**src/rtl/loop_kernel_pkg.sv**
```systemverilog
// Shared types and constants for the loop_* RAM kernels.
// Holds the kernel FSM encoding and the add/subtract op codes.
package loop_kernel_pkg;

    typedef enum logic [1:0] {
        IDLE  = 2'd0,
        RUN   = 2'd1,
        DRAIN = 2'd2,
        DONE  = 2'd3
    } state_t;

    localparam logic OP_ADD = 1'b0;
    localparam logic OP_SUB = 1'b1;

    localparam int RD_LAT_MAX = 3;

endpackage

```
**src/rtl/loop_add_const_pipe_delay_line.sv**
```systemverilog
// Valid-tagged shift register that carries a payload alongside the RAM read latency.
// DEPTH=0 degenerates to a wire; any_valid reports whether an element is still in flight.
module hls_delay_line #(
    parameter int W     = 8,
    parameter int DEPTH = 1
) (
    input  logic         clk,
    input  logic         rst,
    input  logic         in_valid,
    input  logic [W-1:0] in_data,
    output logic         out_valid,
    output logic [W-1:0] out_data,
    output logic         any_valid
);
    localparam int SZ = (DEPTH > 0) ? DEPTH : 1;

    logic [SZ-1:0] valid_q;
    logic [SZ-1:0] valid_d;
    logic [W-1:0]  data_q [SZ];
    logic [W-1:0]  data_d [SZ];

    always_comb begin
        valid_d[0] = in_valid;
        data_d[0]  = in_data;
        for (int s = 1; s < SZ; s++) begin
            valid_d[s] = valid_q[s-1];
            data_d[s]  = data_q[s-1];
        end
    end

    always_ff @(posedge clk) begin
        if (!rst) begin
            valid_q <= '0;
            for (int s = 0; s < SZ; s++) data_q[s] <= '0;
        end else begin
            valid_q <= valid_d;
            for (int s = 0; s < SZ; s++) data_q[s] <= data_d[s];
        end
    end

    // With no latency the single stage is bypassed and never reports occupancy.
    assign out_valid = (DEPTH == 0) ? in_valid : valid_q[SZ-1];
    assign out_data  = (DEPTH == 0) ? in_data  : data_q[SZ-1];
    assign any_valid = (DEPTH == 0) ? 1'b0     : |valid_q;

endmodule

```
**src/rtl/loop_add_const_pipe.sv**
```systemverilog
// Pipelined dst[i] = src[i] +/- k kernel over a single-port-pair RAM, one element per cycle.
// Operands are latched on an accepted start; the destination address rides with the read latency.
module loop_add_const_pipe
    import loop_kernel_pkg::*;
#(
    parameter int DATA_W = 32,
    parameter int ADDR_W = 5,
    parameter int LEN_W  = 6,
    parameter int RD_LAT = 0
) (
    input  logic              clk,
    input  logic              rst,
    input  logic              start,
    input  logic              op,
    input  logic [DATA_W-1:0] k,
    input  logic [ADDR_W-1:0] src_base,
    input  logic [ADDR_W-1:0] dst_base,
    input  logic [LEN_W-1:0]  len,
    output logic              busy,
    output logic              valid,
    output logic [ADDR_W-1:0] raddr_0,
    input  logic [DATA_W-1:0] rdata_0,
    output logic [ADDR_W-1:0] waddr_0,
    output logic [DATA_W-1:0] wdata_0,
    output logic              wen_0
);
    state_t            state_q, state_d;
    logic              accept;
    logic              issue;
    logic              pipe_busy;
    logic              lat_valid;
    logic [ADDR_W-1:0] lat_addr;

    logic              op_q, op_d;
    logic [DATA_W-1:0] k_q, k_d;
    logic [LEN_W-1:0]  cnt_q, cnt_d;
    logic [ADDR_W-1:0] raddr_q, raddr_d;
    logic [ADDR_W-1:0] dptr_q, dptr_d;
    logic              wen_q, wen_d;
    logic [ADDR_W-1:0] waddr_q, waddr_d;
    logic [DATA_W-1:0] wdata_q, wdata_d;

    assign accept = start && (state_q == IDLE || state_q == DONE);
    assign issue  = (state_q == RUN);

    always_ff @(posedge clk) begin
        if (!rst) state_q <= IDLE;
        else      state_q <= state_d;
    end

    // RUN ends on the last issued read; DRAIN waits for the latency stages to empty,
    // so DONE begins right after the final write retires.
    always_comb begin
        state_d = state_q;
        case (state_q)
            IDLE, DONE: if (start) state_d = (len == '0) ? DONE : RUN;
            RUN:        if (cnt_q == LEN_W'(1)) state_d = DRAIN;
            DRAIN:      if (!pipe_busy) state_d = DONE;
            default:    state_d = IDLE;
        endcase
    end

    always_comb begin
        busy  = (state_q == RUN) || (state_q == DRAIN);
        valid = (state_q == DONE);
    end

    hls_delay_line #(
        .W     (ADDR_W),
        .DEPTH (RD_LAT)
    ) u_delay (
        .clk       (clk),
        .rst       (rst),
        .in_valid  (issue),
        .in_data   (dptr_q),
        .out_valid (lat_valid),
        .out_data  (lat_addr),
        .any_valid (pipe_busy)
    );

    always_comb begin
        op_d    = op_q;
        k_d     = k_q;
        cnt_d   = cnt_q;
        raddr_d = raddr_q;
        dptr_d  = dptr_q;
        wen_d   = lat_valid;
        waddr_d = waddr_q;
        wdata_d = wdata_q;
        if (accept) begin
            op_d    = op;
            k_d     = k;
            cnt_d   = len;
            raddr_d = src_base;
            dptr_d  = dst_base;
        end else if (issue) begin
            cnt_d   = cnt_q - LEN_W'(1);
            raddr_d = raddr_q + ADDR_W'(1);
            dptr_d  = dptr_q + ADDR_W'(1);
        end
        // Write outputs only move when an element arrives, so they hold between runs.
        if (lat_valid) begin
            waddr_d = lat_addr;
            wdata_d = (op_q == OP_SUB) ? (rdata_0 - k_q) : (rdata_0 + k_q);
        end
    end

    always_ff @(posedge clk) begin
        if (!rst) begin
            op_q    <= OP_ADD;
            k_q     <= '0;
            cnt_q   <= '0;
            raddr_q <= '0;
            dptr_q  <= '0;
            wen_q   <= 1'b0;
            waddr_q <= '0;
            wdata_q <= '0;
        end else begin
            op_q    <= op_d;
            k_q     <= k_d;
            cnt_q   <= cnt_d;
            raddr_q <= raddr_d;
            dptr_q  <= dptr_d;
            wen_q   <= wen_d;
            waddr_q <= waddr_d;
            wdata_q <= wdata_d;
        end
    end

    assign raddr_0 = raddr_q;
    assign waddr_0 = waddr_q;
    assign wdata_0 = wdata_q;
    assign wen_0   = wen_q;

endmodule

```
**config.mk**
```make
export PLATFORM = sky130hd
export DESIGN_NAME = loop_add_const_pipe
export DESIGN_NICKNAME = d
export VERILOG_FILES = /design/src/rtl/loop_kernel_pkg.sv /design/src/rtl/loop_add_const_pipe_delay_line.sv /design/src/rtl/loop_add_const_pipe.sv
export SDC_FILE = /design/constraint.sdc
export NUM_CORES = 1
export LEC_CHECK = 0
export CAP_MARGIN = 15
export CORE_ASPECT_RATIO = 2
export CORE_UTILIZATION = 55
export CTS_CLUSTER_SIZE = 20
export DETAILED_ROUTE_END_ITERATION = 10
export HOLD_SLACK_MARGIN = 0.02
export MAX_ROUTING_LAYER = met4
export PLACE_DENSITY = 0.9
export SLEW_MARGIN = 10
export SYNTH_ARGS = -nofsm -noshare
export SYNTH_HDL_FRONTEND = slang
export SYNTH_SLANG_ARGS = --single-unit
```
**constraint.sdc**
```tcl
create_clock -name clk -period 6.98 [get_ports clk]
set_input_delay 1.047 -clock clk [delete_from_list [all_inputs] [get_ports clk]]
set_output_delay 1.047 -clock clk [all_outputs]
set_load 0.01 [all_outputs]
```
==> key figures <==
Synth
  • Top_reg_cell synth: dfxtp_1
  • Number of flops mapped to enable cells by yosys: 0
  • Post-synthesis xor/xnor area fraction: 10.4%
  • Largest family of logic cells by synthesized area: simple AND/OR/NAND/NOR gates
  • Async SR Flop Fraction: 0%
  • Commonest cells in the netlist: 101 x nand2_1, 89 x dfxtp_1, 78 x a21oi_1
  • Syn_nets: 827
  • Seq/Total Area, Yosys: 31.7%
  • Mapped cell area: 5620 um2
  • Mapped Cells: 703
  • Simple-gate share of the synthesized area: 21.0%
  • Top cell type by total area after synthesis: dfxtp_1
  • Synth warn: 0
  • Adder-cell share of the synthesized area: 9.03%
  • Avg Cell Area, Syn: 8.00 um2
  • Post-synthesis mux area share: 4.27%
  • Most numerous cell in the Yosys netlist: nand2_1
  • Synth top area share: 31.7%
  • Post-synthesis cell type count: 57
  • Area contributors post-synth: dfxtp_1 32%, ha_1 8.7%, xnor2_1 7.6%
  • Synth Area in Compound Gates: 20.2%
  • FF+latch count, synth: 89

Placement
  • HPWL after detailed placement: 12.3 mm
  • Place WS: 1.91 ns
  • RD Place Congestion: 0.923
  • IO buf count: 128

Die
  • Die area: 10,700 um2
  • Die X-Extent: 73.5 um
  • Floorplan row count: 51
  • Die H: 145 um
  • Ports: 129
  • Core Region: 9830 um2
  • Initial Util: 57.2%

Timing
  • Fmax: 196 MHz
  • Setup_tns: 0 ns
  • Final worst slack: 1.88 ns
  • RSZ-0062 raised after global routing: no
  • Worst clock skew: 0.0139 ns
  • Worst Tran Pin Value: 1.11 ns
  • Hold Vio Cnt, Final: 0
  • Final setup violating endpoints: 0
  • Fin. max-slew vios: 0
  • Fin crit period: 5.10 ns
  • Final worst path period share: 73.1%
  • Slew headroom: 26.1%

Clock network
  • Hold-fix buffers at CTS: 0
  • Clk sink count: 89
  • Root buf cell: clkbuf_16
  • Clock tree buffer depth: 2
  • PostCTS Resize Cnt: 0
  • CTS buffer count: 9
  • Setup bufs post-CTS: 0
  • Clk slew on worst S/H paths: 0.07 ns
  • H-tree levels: 3
  • Clk Latency, worst-skew pair: 0.34 ns
  • CTS tree: done

Setup path
  • Crit path DAT: 5.33 ns
  • WS Path Type: reg -> reg
  • Reg2reg start: k_q[2]
  • Setup crit end kind: flop
  • Worst setup SP type: flop
  • Req. time, crit path: 7.21 ns
  • Reg-to-reg slack, setup: 1.88 ns
  • Worst reg2reg path depth: 16
  • Crit-path max FO: 7
  • Reg2reg end: wdata_0[30]

Route
  • Via density per instance: 5.84
  • Drt drc: 0
  • Drt total wl: 15.8 mm
  • First drt pass iteration count: 4
  • Initial DRC Count: 194
  • Via count: 5,549
  • Wire length per cell: 16.7 um
  • Post-route antenna net violation count: 0

Min path
  • Min-Delay Endpoint: wdata_0[17]
  • Hold_sp: wdata_0[17]
  • Min-delay worst type: reg -> reg
  • Hold Crit Depth: 2

Power
  • VDD IR-drop max: 0.000370 V
  • Leak: 2.86 nW
  • Power Dens Cells: 554 nW/um2

Global route
  • Total congestion overflow: 0
  • Initial antenna violation count: 0
  • Vias in the first global route: 5,748
  • First-pass GRT wire length: 25.8 mm
  • Tot GR Track Use: 31.6%
  • Largest net degree at the start of global routing: 64

Finish
  • P&R area growth vs syn: 29.1%
  • Share of cells above drive strength 1: 4.16%
  • Fin nets: 938
  • Diode count: 0

Flow run
  • # Max-Cap Violations: 0

Outcome
  • Status: complete, no violations
## worst max-delay path, stage by stage, from the launching register on
cell	delay [ns]
dfxtp_1	0.36
or4_4	0.61
nor2_1	0.16
nand2_1	0.09
nor2_1	0.20
nand2_1	0.11
nor4_1	0.75
a21oi_1	0.19
xnor2_1	0.17
ha_1	0.37
and3_1	0.18
a2111oi_0	0.38
a311o_1	0.24
nor2_1	0.07
a211oi_1	0.54
o21ai_0	0.23
a221o_1	0.36
## registers in the layout, indices dropped and copies added (netlist names)
name and flops:
k_q 32, raddr_0 5, op_q 1, wdata_0 32
state_q 2, waddr_0 5, cnt_q 6, wen_0 1
dptr_q 5
## cell type report
| cell class | count | area, um2 |
|---|---|---|
| multi-input cells | 563 | 3660 |
| fillers | 818 | 2570 |
| flip-flops and latches | 89 | 1780 |
| repair buffers | 131 | 1300 |
| clock buffers | 10 | 239 |
| well taps | 132 | 165 |
| inverters | 20 | 75.1 |
| clock inverters | 5 | 40.0 |
## power by group
part           switching, mW  internal (mW)  leakage, nW
registers              0.154          0.679        0.730
logic                   1.50           1.22         2.00
clock network          0.211          0.251        0.127
total                   1.87           2.15         2.86
## kinds of logic (layout without fill, tap and decap cells)
| logic type | after synthesis | after routing |
|---|---|---|
| fa+ha+maj | 40 | 40 |
| xor+xnor | 66 | 66 |
| buf+inv | 51 | 166 |
| simple gates | 253 | 253 |
| flops | 89 | 89 |
| compound gates | 180 | 180 |
| mux | 24 | 24 |
## worst max-delay path by stage
stage	start	to	slack [ns]	cells after the start
finish	k_q[2]	wdata_0[30]	1.88	16
global route	k_q[2]	wdata_0[30]	1.47	16
CTS	k_q[2]	wdata_0[30]	1.90	16
detailed placement	k_q[2]	wdata_0[30]	1.91	16
global placement	k_q[2]	wdata_0[30]	2.17	16
floorplan	k_q[2]	wdata_0[30]	2.76	16
## placed cells by master (no fill, tap or decap), types with 9 or more instances in the layout
cell type,count
nand3_1,15
a211oi_1,21
nand2_1,100
nor2_1,75
o21ai_0,20
xor2_1,16
a21o_1,22
clkdlybuf4s50_1,128
nor3_1,15
inv_1,19
xnor2_1,49
a21oi_1,78
mux2i_1,24
ha_1,38
dfxtp_1,89
clkbuf_16,9
## metrics by stage
step                      instances  util, %  total power, mW  instance area, um2  hold slack (ns)
final                           950     73.9             4.02                7260            0.481
after global routing            950     73.9             4.34                7260            0.509
after CTS                       950     73.9             4.01                7260            0.480
after detailed placement        935     71.0             3.54                6980            0.470
after global placement          935     71.0             3.44                6980            0.455
after floorplan                 703        -             2.80                5620            0.448
## per-layer routing
metal	wire, um	track usage, %	vias up
met1	5670	30.5	2569
li1	-	-	2718
met4	941	19.6	0
met3	606	5.14	73
met5	0	-	-
met2	8620	55.9	189
No activity file was read; power rests on OpenSTA's default activity.
